**src/rtl/signature_dump_dma.sv**
```systemverilog
// signature_dump_dma
//
// Extracts the compliance test signature from RAM at the end of a test.
// Software programs BEGIN/END (END exclusive) through the device port and
// writes CTRL.start; the block then reads the region one word at a time
// through its host port. Each word goes out on a valid/ready stream together
// with its address. done_o rises when the dump is over.
//
// Ports:
//   clk_i, rst_ni          clock, asynchronous active-low reset
//   dev_*                  register slave: req always accepted, response
//                          (rvalid/rdata/err) exactly one cycle later
//   host_*                 read-only bus master, one outstanding read
//   sig_valid_o/ready_i    signature word stream, sig_addr_o/sig_data_o payload
//   done_o                 dump complete, sticky until reset
//   dump_err_o             host error or range clamp, sticky until reset
//
// Register map (dev_addr_i[3:2]; dev_addr_i[9:4] must be zero):
//   0x0 CTRL   W   bit0 = start (reads as 0)
//   0x4 BEGIN  RW  bits [1:0] forced to 0
//   0x8 END    RW  bits [1:0] forced to 0, exclusive
//   0xC STATUS RO  bit0 busy, bit1 done, bit2 err, [31:16] words emitted

module signature_dump_dma #(
    parameter int unsigned MaxWords = 16384
) (
    input  logic        clk_i,
    input  logic        rst_ni,

    input  logic        dev_req_i,
    input  logic        dev_we_i,
    input  logic [31:0] dev_addr_i,
    input  logic [3:0]  dev_be_i,
    input  logic [31:0] dev_wdata_i,
    output logic        dev_rvalid_o,
    output logic [31:0] dev_rdata_o,
    output logic        dev_err_o,

    output logic        host_req_o,
    input  logic        host_gnt_i,
    output logic [31:0] host_addr_o,
    input  logic        host_rvalid_i,
    input  logic [31:0] host_rdata_i,
    input  logic        host_err_i,

    output logic        sig_valid_o,
    input  logic        sig_ready_i,
    output logic [31:0] sig_addr_o,
    output logic [31:0] sig_data_o,

    output logic        done_o,
    output logic        dump_err_o
);

    typedef enum logic [2:0] {StIdle, StReq, StWait, StOut, StDone} state_e;

    localparam logic [31:0] MaxWordsW = 32'(MaxWords);

    state_e      state_q, state_d;
    logic [31:0] begin_q, begin_d;
    logic [31:0] end_q, end_d;
    logic [31:0] ptr_q, ptr_d;
    logic [31:0] count_q, count_d;
    logic [31:0] emitted_q, emitted_d;
    logic [31:0] data_q, data_d;
    logic        err_q, err_d;
    logic        dev_rvalid_q;
    logic [31:0] dev_rdata_q, dev_rdata_d;
    logic        dev_err_q, dev_err_d;

    logic [1:0]  dev_off;
    logic        wr_ok;
    logic        start;
    logic        busy;
    logic [15:0] emitted_sat;
    logic [31:0] status_word;
    logic [31:0] span_words;
    logic [31:0] emitted_inc;

    // Byte enables and undecoded address bits are intentionally ignored.
    logic unused_bits;
    assign unused_bits = ^{dev_be_i, dev_addr_i[31:10], dev_addr_i[1:0]};

    // ------------------------------------------------------------------
    // Device port decode
    // ------------------------------------------------------------------
    assign dev_off = dev_addr_i[3:2];
    assign busy    = (state_q == StReq) || (state_q == StWait) || (state_q == StOut);

    assign emitted_sat = (emitted_q > 32'h0000_FFFF) ? 16'hFFFF : emitted_q[15:0];
    assign status_word = {emitted_sat, 13'd0, err_q, (state_q == StDone), busy};

    always_comb begin
        dev_err_d   = dev_req_i && ((|dev_addr_i[9:4]) || (dev_we_i && dev_off == 2'd3));
        dev_rdata_d = 32'd0;
        if (dev_req_i && !dev_we_i && !dev_err_d) begin
            unique case (dev_off)
                2'd1:    dev_rdata_d = begin_q;
                2'd2:    dev_rdata_d = end_q;
                2'd3:    dev_rdata_d = status_word;
                default: dev_rdata_d = 32'd0;
            endcase
        end
    end

    // Writes outside IDLE are acknowledged but dropped, so a running dump
    // can never be disturbed. DONE also drops them, which keeps it sticky.
    assign wr_ok = dev_req_i && dev_we_i && !dev_err_d && (state_q == StIdle);
    assign start = wr_ok && (dev_off == 2'd0) && dev_wdata_i[0];

    always_comb begin
        begin_d = begin_q;
        end_d   = end_q;
        if (wr_ok && dev_off == 2'd1) begin_d = {dev_wdata_i[31:2], 2'b00};
        if (wr_ok && dev_off == 2'd2) end_d   = {dev_wdata_i[31:2], 2'b00};
    end

    // ------------------------------------------------------------------
    // Dump FSM
    // ------------------------------------------------------------------
    // Only meaningful when END > BEGIN, so the subtraction never wraps.
    assign span_words  = (end_q - begin_q) >> 2;
    assign emitted_inc = emitted_q + 32'd1;

    always_comb begin
        state_d   = state_q;
        ptr_d     = ptr_q;
        count_d   = count_q;
        emitted_d = emitted_q;
        data_d    = data_q;
        err_d     = err_q;

        unique case (state_q)
            StIdle: begin
                if (start) begin
                    if (end_q <= begin_q) begin
                        state_d = StDone;
                    end else begin
                        if (span_words > MaxWordsW) begin
                            count_d = MaxWordsW;
                            err_d   = 1'b1;
                        end else begin
                            count_d = span_words;
                        end
                        ptr_d     = begin_q;
                        emitted_d = 32'd0;
                        state_d   = StReq;
                    end
                end
            end
            StReq: begin
                if (host_gnt_i) state_d = StWait;
            end
            StWait: begin
                if (host_rvalid_i) begin
                    if (host_err_i) begin
                        err_d   = 1'b1;
                        state_d = StDone;
                    end else begin
                        data_d  = host_rdata_i;
                        state_d = StOut;
                    end
                end
            end
            StOut: begin
                if (sig_ready_i) begin
                    ptr_d     = ptr_q + 32'd4;
                    emitted_d = emitted_inc;
                    state_d   = (emitted_inc == count_q) ? StDone : StReq;
                end
            end
            StDone: begin
                state_d = StDone;
            end
            default: state_d = StIdle;
        endcase
    end

    always_ff @(posedge clk_i or negedge rst_ni) begin
        if (!rst_ni) begin
            state_q      <= StIdle;
            begin_q      <= 32'd0;
            end_q        <= 32'd0;
            ptr_q        <= 32'd0;
            count_q      <= 32'd0;
            emitted_q    <= 32'd0;
            data_q       <= 32'd0;
            err_q        <= 1'b0;
            dev_rvalid_q <= 1'b0;
            dev_rdata_q  <= 32'd0;
            dev_err_q    <= 1'b0;
        end else begin
            state_q      <= state_d;
            begin_q      <= begin_d;
            end_q        <= end_d;
            ptr_q        <= ptr_d;
            count_q      <= count_d;
            emitted_q    <= emitted_d;
            data_q       <= data_d;
            err_q        <= err_d;
            dev_rvalid_q <= dev_req_i;
            dev_rdata_q  <= dev_rdata_d;
            dev_err_q    <= dev_err_d;
        end
    end

    // ------------------------------------------------------------------
    // Outputs: all derived from registered state
    // ------------------------------------------------------------------
    assign dev_rvalid_o = dev_rvalid_q;
    assign dev_rdata_o  = dev_rdata_q;
    assign dev_err_o    = dev_err_q;

    assign host_req_o   = (state_q == StReq);
    assign host_addr_o  = ptr_q;

    assign sig_valid_o  = (state_q == StOut);
    assign sig_addr_o   = ptr_q;
    assign sig_data_o   = data_q;

    assign done_o       = (state_q == StDone);
    assign dump_err_o   = err_q;

endmodule
```
**config.mk**
```make
export PLATFORM = sky130hd
export DESIGN_NAME = signature_dump_dma
export DESIGN_NICKNAME = d
export VERILOG_FILES = /design/src/rtl/signature_dump_dma.sv
export SDC_FILE = /design/constraint.sdc
export NUM_CORES = 1
export LEC_CHECK = 0
export BUFFER_PORTS_ARGS = -buffer_cell sky130_fd_sc_hd__buf_4
export CAP_MARGIN = 25
export CORE_MARGIN = 1
export CORE_UTILIZATION = 38
export CTS_CLUSTER_SIZE = 10
export DETAILED_ROUTE_END_ITERATION = 12
export GPL_ROUTABILITY_DRIVEN = 0
export PLACE_DENSITY_LB_ADDON = 0.2
export REMOVE_ABC_BUFFERS = 1
export SLEW_MARGIN = 25
export SYNTH_ARGS = -nofsm -noshare
export SYNTH_HDL_FRONTEND = slang
export SYNTH_SLANG_ARGS = --single-unit
```
**constraint.sdc**
```tcl
create_clock -name clk_i -period 4.4 [get_ports clk_i]
set_input_delay 0.22 -clock clk_i [delete_from_list [all_inputs] [get_ports clk_i]]
set_output_delay 0.22 -clock clk_i [all_outputs]
set_load 0.02 [all_outputs]
```
# Word-level counts from Yosys, hierarchy flattened
# Cells that the tools add are included.
# op_classes
muxes,26
n_bitwise,2
n_eq_ne,15
n_addsub,3
n_reduce_logical,26
order_cmp,3
# op_table
op,count
32-bit 2-to-1 mux,7
32-bit case mux with 2 select lines,2
32-bit case mux with 3 select lines,1
"32-bit by 1-bit adder with 32-bit output, second input constant",1
"32-bit by 3-bit adder with 32-bit output, second input constant",1
32-bit == test,1
"32-bit by 16-bit > comparator with 1-bit output, second input constant",1
32-bit <= comparator,1
32-bit subtractor,1
"30-bit by 15-bit > comparator with 1-bit output, second input constant",1
30-bit 2-to-1 mux,1
3-bit 2-to-1 mux,7
16-bit 2-to-1 mux,1
3-bit case mux with 5 select lines,1
1-bit logical AND,11
"2-bit != test, second input constant",4
4-bit AND reduction,2
"3-bit by 2-bit == test with 1-bit output, second input constant",2
"2-bit by 1-bit != test with 1-bit output, second input constant",3
3-bit AND reduction,2
6-bit AND reduction,1
6-bit OR reduction,1
1-bit 2-to-1 mux,5
"2-bit == test, second input constant",2
10 further kinds,15
# totals
output_inout_bits,134
in_bits,108
regBits,226
wordCells,86

# Depth between registers and ports, before layout
# Gate-level depths: netlist of the first run.
# depth
depth_word,11
depth_mapped,14
mapped_depth_nobuf,13

# Worst setup path before layout of the first run
# No wires, ideal clock.
# synth_timing
kind,reg2reg
from,register begin_q[17]
to,register count_q[8]
path_buffers,1
path_slack_ns,1.191
synth_period_minus_slack_ns,3.209
required_ns,4.308
path_stages_with_launch,14
setup_ns,0.092
t_arrival_ns,3.118
cell_sequence,dfrtp_1 inv_1 ha_1 buf_2 a211oi_2 o211ai_1 a221o_1 a2111oi_4 a21oi_1 xor2_1 a221o_1 nor4_4 nand2_1 o31ai_2
# synth_via
elab_chain_len,3
word_cells_on_any_way,6
classes_between,1 x add/sub; 2 x order compare; 1 x mux; 1 x bitwise; 1 x reduce/logical
# synth_rtl
item,line,source
start: declaration,60,"logic [31:0] begin_q, begin_d;"
start signal: assignment,194,begin_q <= begin_d;
32-bit subtractor / 32-bit <= comparator (equally long branches),"122, 136",
30-bit by 15-bit > comparator with 1-bit output / 1-bit inverter (equally long branches),--,
30-bit 2-to-1 mux / 3-bit AND reduction (equally long branches),--,
end signal: assignment,197,count_q <= count_d;
end: declaration,63,"logic [31:0] count_q, count_d;"
# Several ways; a longest one is shown, not always the timed one.
# A chain may end at the register's enable or synchronous reset.

# Worst setup path in the final report of the first run
# layout_timing
from,register begin_q[9]
to,register count_q[8]
# The elaborated chain is that of the path after synthesis.

==> reports/results.tsv, run 1 <==
metric	value	unit
status	completed	
maxSlewHeadroom	40.77	%
grt_pass1_vias	11130	
synth_area_per_cell	8.952	um^2
clock_skew	14.40	ps
layout_setup_ws	625.1	ps
rows	66	
drtIter0Drc	810	
ys_seq_area_share	43.61	%
finalPower	4699	uW
finalCritPeriodShare	85.79	%
ys_seq_elements	222	
drt_first_pass_iters	5	
start_util	38.86	%
clk_latency	530	ps
grt_max_degree	98	
max-cap-violations	0	
finalNetCount	1768	
cts_root_buf	clkbuf_16	
fin_setup_tns	0	ps
die-area	34260	um^2
cts_hold_buf	67	
cp-end-kind	flop	
cts_buffers	27	
p_leak	0.007388	uW
port_buffers	208	
hp-class	primary input to flop	
cts_buffer_depth	3	
dp_slack	675.6	ps
hold-worst-slack	24.74	ps
grt_usage	22.24	%
grt.overflow.total	0	
vias	11470	
rsz0062_at_grt	false	
routedWlPerCell	18.41	um
clkTransAtPathRegs	60	ps
die_width	185.1	um
dp_hpwl	26290	um
grt_pass1_wl	60160	um
drc_errors	0	
worstPathMaxFanout	8	
synth_top_area_cell	dfrtp_1	
postCtsSetupBuffers	0	
yosys-top-cells-area	dfrtp_1 44%, mux2_2 5.4%, nand2_1 5.3%, o21ai_0 4.5%, a21oi_1 3.7%	
finalMaxSlewViolations	0	
met1_usage	28.62	%
grt-busiest-layer	met2	
finalHoldViolations	0	
vdd_drop_max	0.2472	mV
coreArea	32780	um^2
ios	242	
synth_cells	1423	
worst_ep_arrival_time	4210	ps
min_period	3775	ps
fmax	0.2649	GHz
ys_async_sr_fraction	100.0	%
drive_gt1_share	20.95	%
yosys_warnings	0	
synth_edf_count	0	
tightest_slew	888.4	ps
use_met2	38.18	%
critPathKind	flop to flop	
synth_common_cells	222 x dfrtp_1, 181 x nand2_1, 115 x o21ai_0, 95 x a21oi_1, 92 x nor2_1	
met3_usage	3.146	%
yosysMostFrequentCell	dfrtp_1	
cts_resized	0	
startpoint_type	flop	
routed_wl	38280	um
diodes	0	
antenna_left	0	
tritoncts	built	
synthToLayoutAreaGrowth	25.08	%
synthFlopType	dfrtp_1	
fp.dieH	185.1	um
required	4830	ps
antenna_found_initial	0	
synth_area	12740	um^2
setup_violations	0	
via_per_inst	5.518	
synthDominantCellAreaShare	43.61	%
h-tree-depth	1	
synth.distinct_cells	74	
clkSinkCount	222	
p_per_area	294.9	nW/um^2
-- stage by stage --
step,instances,area [um^2],util (%)
floorplan,1301,12150,-
global placement,1973,14490,44.18
detailed placement,1973,14490,44.18
CTS,2079,15930,48.60
global route,2079,15930,48.60
finish,2079,15930,48.60
-- flip-flops by register name, indices dropped and copies added (netlist names) --
signal / count
end_q: 30
dev_err_o: 1
count_q: 30
sig_data_o: 32
begin_q: 30
dump_err_o: 1
dev_rvalid_o: 1
host_addr_o: 30
state_q: 3
dev_rdata_o: 32
emitted_q: 32
-- worst paths after layout --
check / start / endpoint / slack (ps) / cells after the start
max in group asynchronous: rst_ni / host_addr_o[22]$_DFFE_PN0P_ / 3110 / 3
setup / recovery: begin_q[9]$_DFFE_PN0P_ / count_q[8]$_DFFE_PN0P_ / 630 / 13
hold / removal: dev_addr_i[4] / dev_err_o$_DFF_PN0_ / 20 / 3
min in group asynchronous: rst_ni / emitted_q[26]$_DFFE_PN0P_ / 310 / 2
setup reg to reg: begin_q[9]$_DFFE_PN0P_ / count_q[8]$_DFFE_PN0P_ / 630 / 13
hold reg to reg: count_q[3]$_DFFE_PN0P_ / count_q[3]$_DFFE_PN0P_ / 490 / 2
-- logic make-up after synthesis --
family / count (synthesis) / share of synthesized area (%)
AO/OA/AOI/OAI: 381 / 18.64
XOR/XNOR: 69 / 4.744
adder cells (fa/ha/maj): 33 / 3.300
buffers and inverters: 178 / 6.276
flip-flops: 222 / 43.61
multiplexers: 64 / 5.628
other: 1 / 0.02944
AND/OR/NAND/NOR: 475 / 17.77
-- metal layers --
metal / vias to the layer above / wire, um
li1: 5453 / -
met1: 5554 / 16380
met2: 381 / 18360
met3: 84 / 2280
met4: 0 / 1263
met5: - / 0
-- final cells by class --
class,count,area [um^2]
Tap cell,442,553.0
Clock buffer,37,763.2
Sequential cell,222,5555
Inverter,53,198.9
Timing Repair Buffer,297,2442
Clock inverter,2,13.76
Multi-Input combinational cell,1026,6406
Fill cell,3138,16850
-- worst max-delay path, stage by stage, from the launching register on --
cell and delay, ps:
dfrtp_1 390, inv_1 70, ha_1 400, a21o_1 230, a2111oi_0 580, nor3_1 110
nor3b_1 510, mux2i_1 290, a221oi_1 140, a41o_1 280, nor4_4 130, buf_4 230
nand2_1 80, o31ai_2 220
-- placed cells by master, fill, tap and decap left out, drive strengths merged, types with 17 or more instances in the layout --
| cell | n |
|---|---|
| buf | 230 |
| dfrtp | 222 |
| nand2 | 181 |
| o21ai | 128 |
| a21oi | 96 |
| nor2 | 92 |
| dlygate4sd3 | 67 |
| mux2 | 61 |
| nand3 | 56 |
| inv | 54 |
| xnor2 | 43 |
| clkbuf | 37 |
| ha | 32 |
| nand4 | 31 |
| nor3 | 27 |
| xor2 | 26 |
| o31ai | 22 |
| and2 | 19 |
| a22oi | 17 |
-- report_power, final --
part           switching, uW  total (uW)  leakage (uW)  internal (uW)
clock network            835        2020      0.000383           1180
registers               51.8        2150       0.00288           2100
logic                    286         530       0.00413            245
total                   1170        4700       0.00739           3530
Note: power is estimated with default switching activity, not from simulation.
==> run 2: changes to the inputs <==
--- a/config.mk
+++ b/config.mk
@@ -9,6 +9,7 @@
 export CAP_MARGIN = 25
 export CORE_MARGIN = 1
 export CORE_UTILIZATION = 38
+export CTS_BUF_LIST = sky130_fd_sc_hd__clkbuf_16
 export CTS_CLUSTER_SIZE = 10
 export DETAILED_ROUTE_END_ITERATION = 12
 export GPL_ROUTABILITY_DRIVEN = 0
==> reports/results.tsv, run 2 (synthesized netlist as in run 1, its figures left out) <==
metric	value	unit	change
worstPathMaxFanout	43		+35
cts_resized	0		unchanged
finalHoldViolations	0		unchanged
finalMaxSlewViolations	0		unchanged
drc_errors	0		unchanged
antenna_left	0		unchanged
via_per_inst	5.506		-0.23%
worst_ep_arrival_time	4150	ps	-60 ps
maxSlewHeadroom	40.59	%	-0.19 points
coreArea	32780	um^2	unchanged
clock_skew	15.82	ps	+1.418 ps
cts_buffers	27		unchanged
slowest_delay	460	ps	-120 ps
routedWlPerCell	18.43	um	about the same
drive_gt1_share	20.65	%	-0.31 points
fin_area	15880	um^2	-0.31%
cts_root_buf	clkbuf_16		
layout.cells.non_filler	2079		unchanged
p_switching	1172	uW	about the same
drt_first_pass_iters	7		+2
pwr-share-seq	46.7	%	+1.0 points
p_comb_share	11.5	%	+0.2 points
grt_max_degree	98		unchanged
start_util	38.86	%	unchanged
finalCritPeriodShare	84.67	%	-1.1 points
fp.dieH	185.1	um	unchanged
hp-class	primary input to flop		
seqCellArea	5555	um^2	unchanged
switching_share	25.49	%	+0.54 points
finalNetCount	1768		unchanged
p_leak	0.007381	uW	-0.10%
p_per_area	289.6	nW/um^2	-1.8%
setup_violations	0		unchanged
rows	66		unchanged
port_buffers	208		unchanged
dp_hpwl	26290	um	unchanged
cp-end-kind	flop		
p_clk_share	41.7	%	-1.3 points
multi_input_area	6406	um^2	unchanged
startpoint_type	flop		
fmax	0.2684	GHz	+1.3%
dp_cells	1973		unchanged
clkSinkCount	222		unchanged
max-cap-violations	0		unchanged
die_width	185.1	um	unchanged
grt.overflow.total	0		unchanged
grt_usage	22.24	%	unchanged
ios	242		unchanged
grt_pass1_vias	11100		-0.30%
layout_common_cells	226 x buf_4, 222 x dfrtp_1, 181 x nand2_1, 115 x o21ai_0, 95 x a21oi_1		
drtIter0Drc	777		-4.1%
tritoncts	built		
fillCellCount	3154		+0.51%
synthToLayoutAreaGrowth	24.68	%	
vdd_drop_max	0.2508	mV	+1.5%
final_common_cell	buf_4		
grt_pass1_wl	60090	um	-0.13%
p_int	3427	uW	-2.8%
clkTransAtPathRegs	60	ps	about the same
routed_wl	38310	um	about the same
status	completed		
required	4820	ps	about the same
clk_latency	540	ps	about the same
cts_buffer_depth	3		unchanged
place_area	14490	um^2	unchanged
slowest_stage	a221o_1		
rsz0062_at_grt	false		
antenna_found_initial	0		unchanged
path_cells	inv_1 > ha_1 > o21ai_0 > o211ai_1 > a221o_1 > a2111oi_4 > nand3_1 > nand4_1 > buf_4 > a21o_1 > buf_12 > nor3_1 > a21oi_1 > nand2_1		
critPathKind	flop to flop		
h-tree-depth	1		unchanged
die-area	34260	um^2	unchanged
vias	11450		-0.23%
min_period	3725	ps	-49.60 ps
tightest_slew	891.2	ps	+2.820 ps
diodes	0		unchanged
-- run 2: changes by cell type in the layout (fill, tap and decap cells not counted), sizes merged --
cell	delta
clkbuf	-10
clkinv	+5
inv	+5
-- run 2: power groups by stage --
stage / Sequential, uW / Combinational [uW] / Clock (uW)
6_report: 2150 / 530 / 1920
3_5_place_dp: 2180 / 484 / 0
2_1_floorplan: 2220 / 193 / 0
4_1_cts: 2150 / 534 / 1970
5_1_grt: 2160 / 576 / 2050
3_3_place_gp: 2180 / 480 / 0
-- run 2: path summary, 6_finish.rpt --
kind / startpoint / to / slack, ps / depth (start not counted)
max: begin_q[18]$_DFFE_PN0P_ / host_addr_o[2]$_DFFE_PN0P_ / 670 / 14
min: dev_addr_i[4] / dev_err_o$_DFF_PN0_ / 20 / 3
max reg2reg: begin_q[18]$_DFFE_PN0P_ / host_addr_o[2]$_DFFE_PN0P_ / 670 / 14
min reg2reg: count_q[3]$_DFFE_PN0P_ / count_q[3]$_DFFE_PN0P_ / 490 / 2
max in group asynchronous: rst_ni / begin_q[14]$_DFFE_PN0P_ / 3110 / 3
min in group asynchronous: rst_ni / emitted_q[26]$_DFFE_PN0P_ / 310 / 2
-- run 2: worst max-delay path: cells and delay by family, from the launching register on --
family                   cells  cell delay [ps]
AND/OR/NAND/NOR              4              510
adder cells (fa/ha/maj)      1              420
AO/OA/AOI/OAI                6             1530
flip-flops                   1              400
buffers and inverters        3              730
-- run 2: metal layers --
metal	track usage [%]	wire length, um	up-vias
met4	7.306	1139	0
met3	3.146	2263	72
met2	38.32	18600	381
met5	0	0	-
li1	-	-	5453
met1	28.57	16310	5540
-- run 2: area by class of cell --
type                       instances  share of cell area [%]
clock inverter                    12                  0.3230
tap                              442                   3.482
clock buffer                      27                   4.254
sequential                       222                   34.98
inverter                          53                   1.253
timing repair buffer             297                   15.38
multi-input combinational       1026                   40.33
-- run 2: repair_timing --
item	in CTS	in global routing
setup endpoints to repair	0	0
hold buffers	67	0
endpoints found under the hold margin	188	0
buffers inserted	0	0
-- run 2: through the flow --
stage          util, %  power [uW]  worst slack [ps]  hold WS (ps)  setup TNS, ps
2_1_floorplan        -        2412             -1065        -75.59         -24130
3_5_place_dp     44.18        2668             675.6         316.9              0
4_1_cts          48.45        4656             661.7         1.373              0
6_report         48.45        4600             674.7         20.39              0
5_1_grt          48.45        4786             278.4        0.8161              0
3_3_place_gp     44.18        2662             722.1         313.2              0
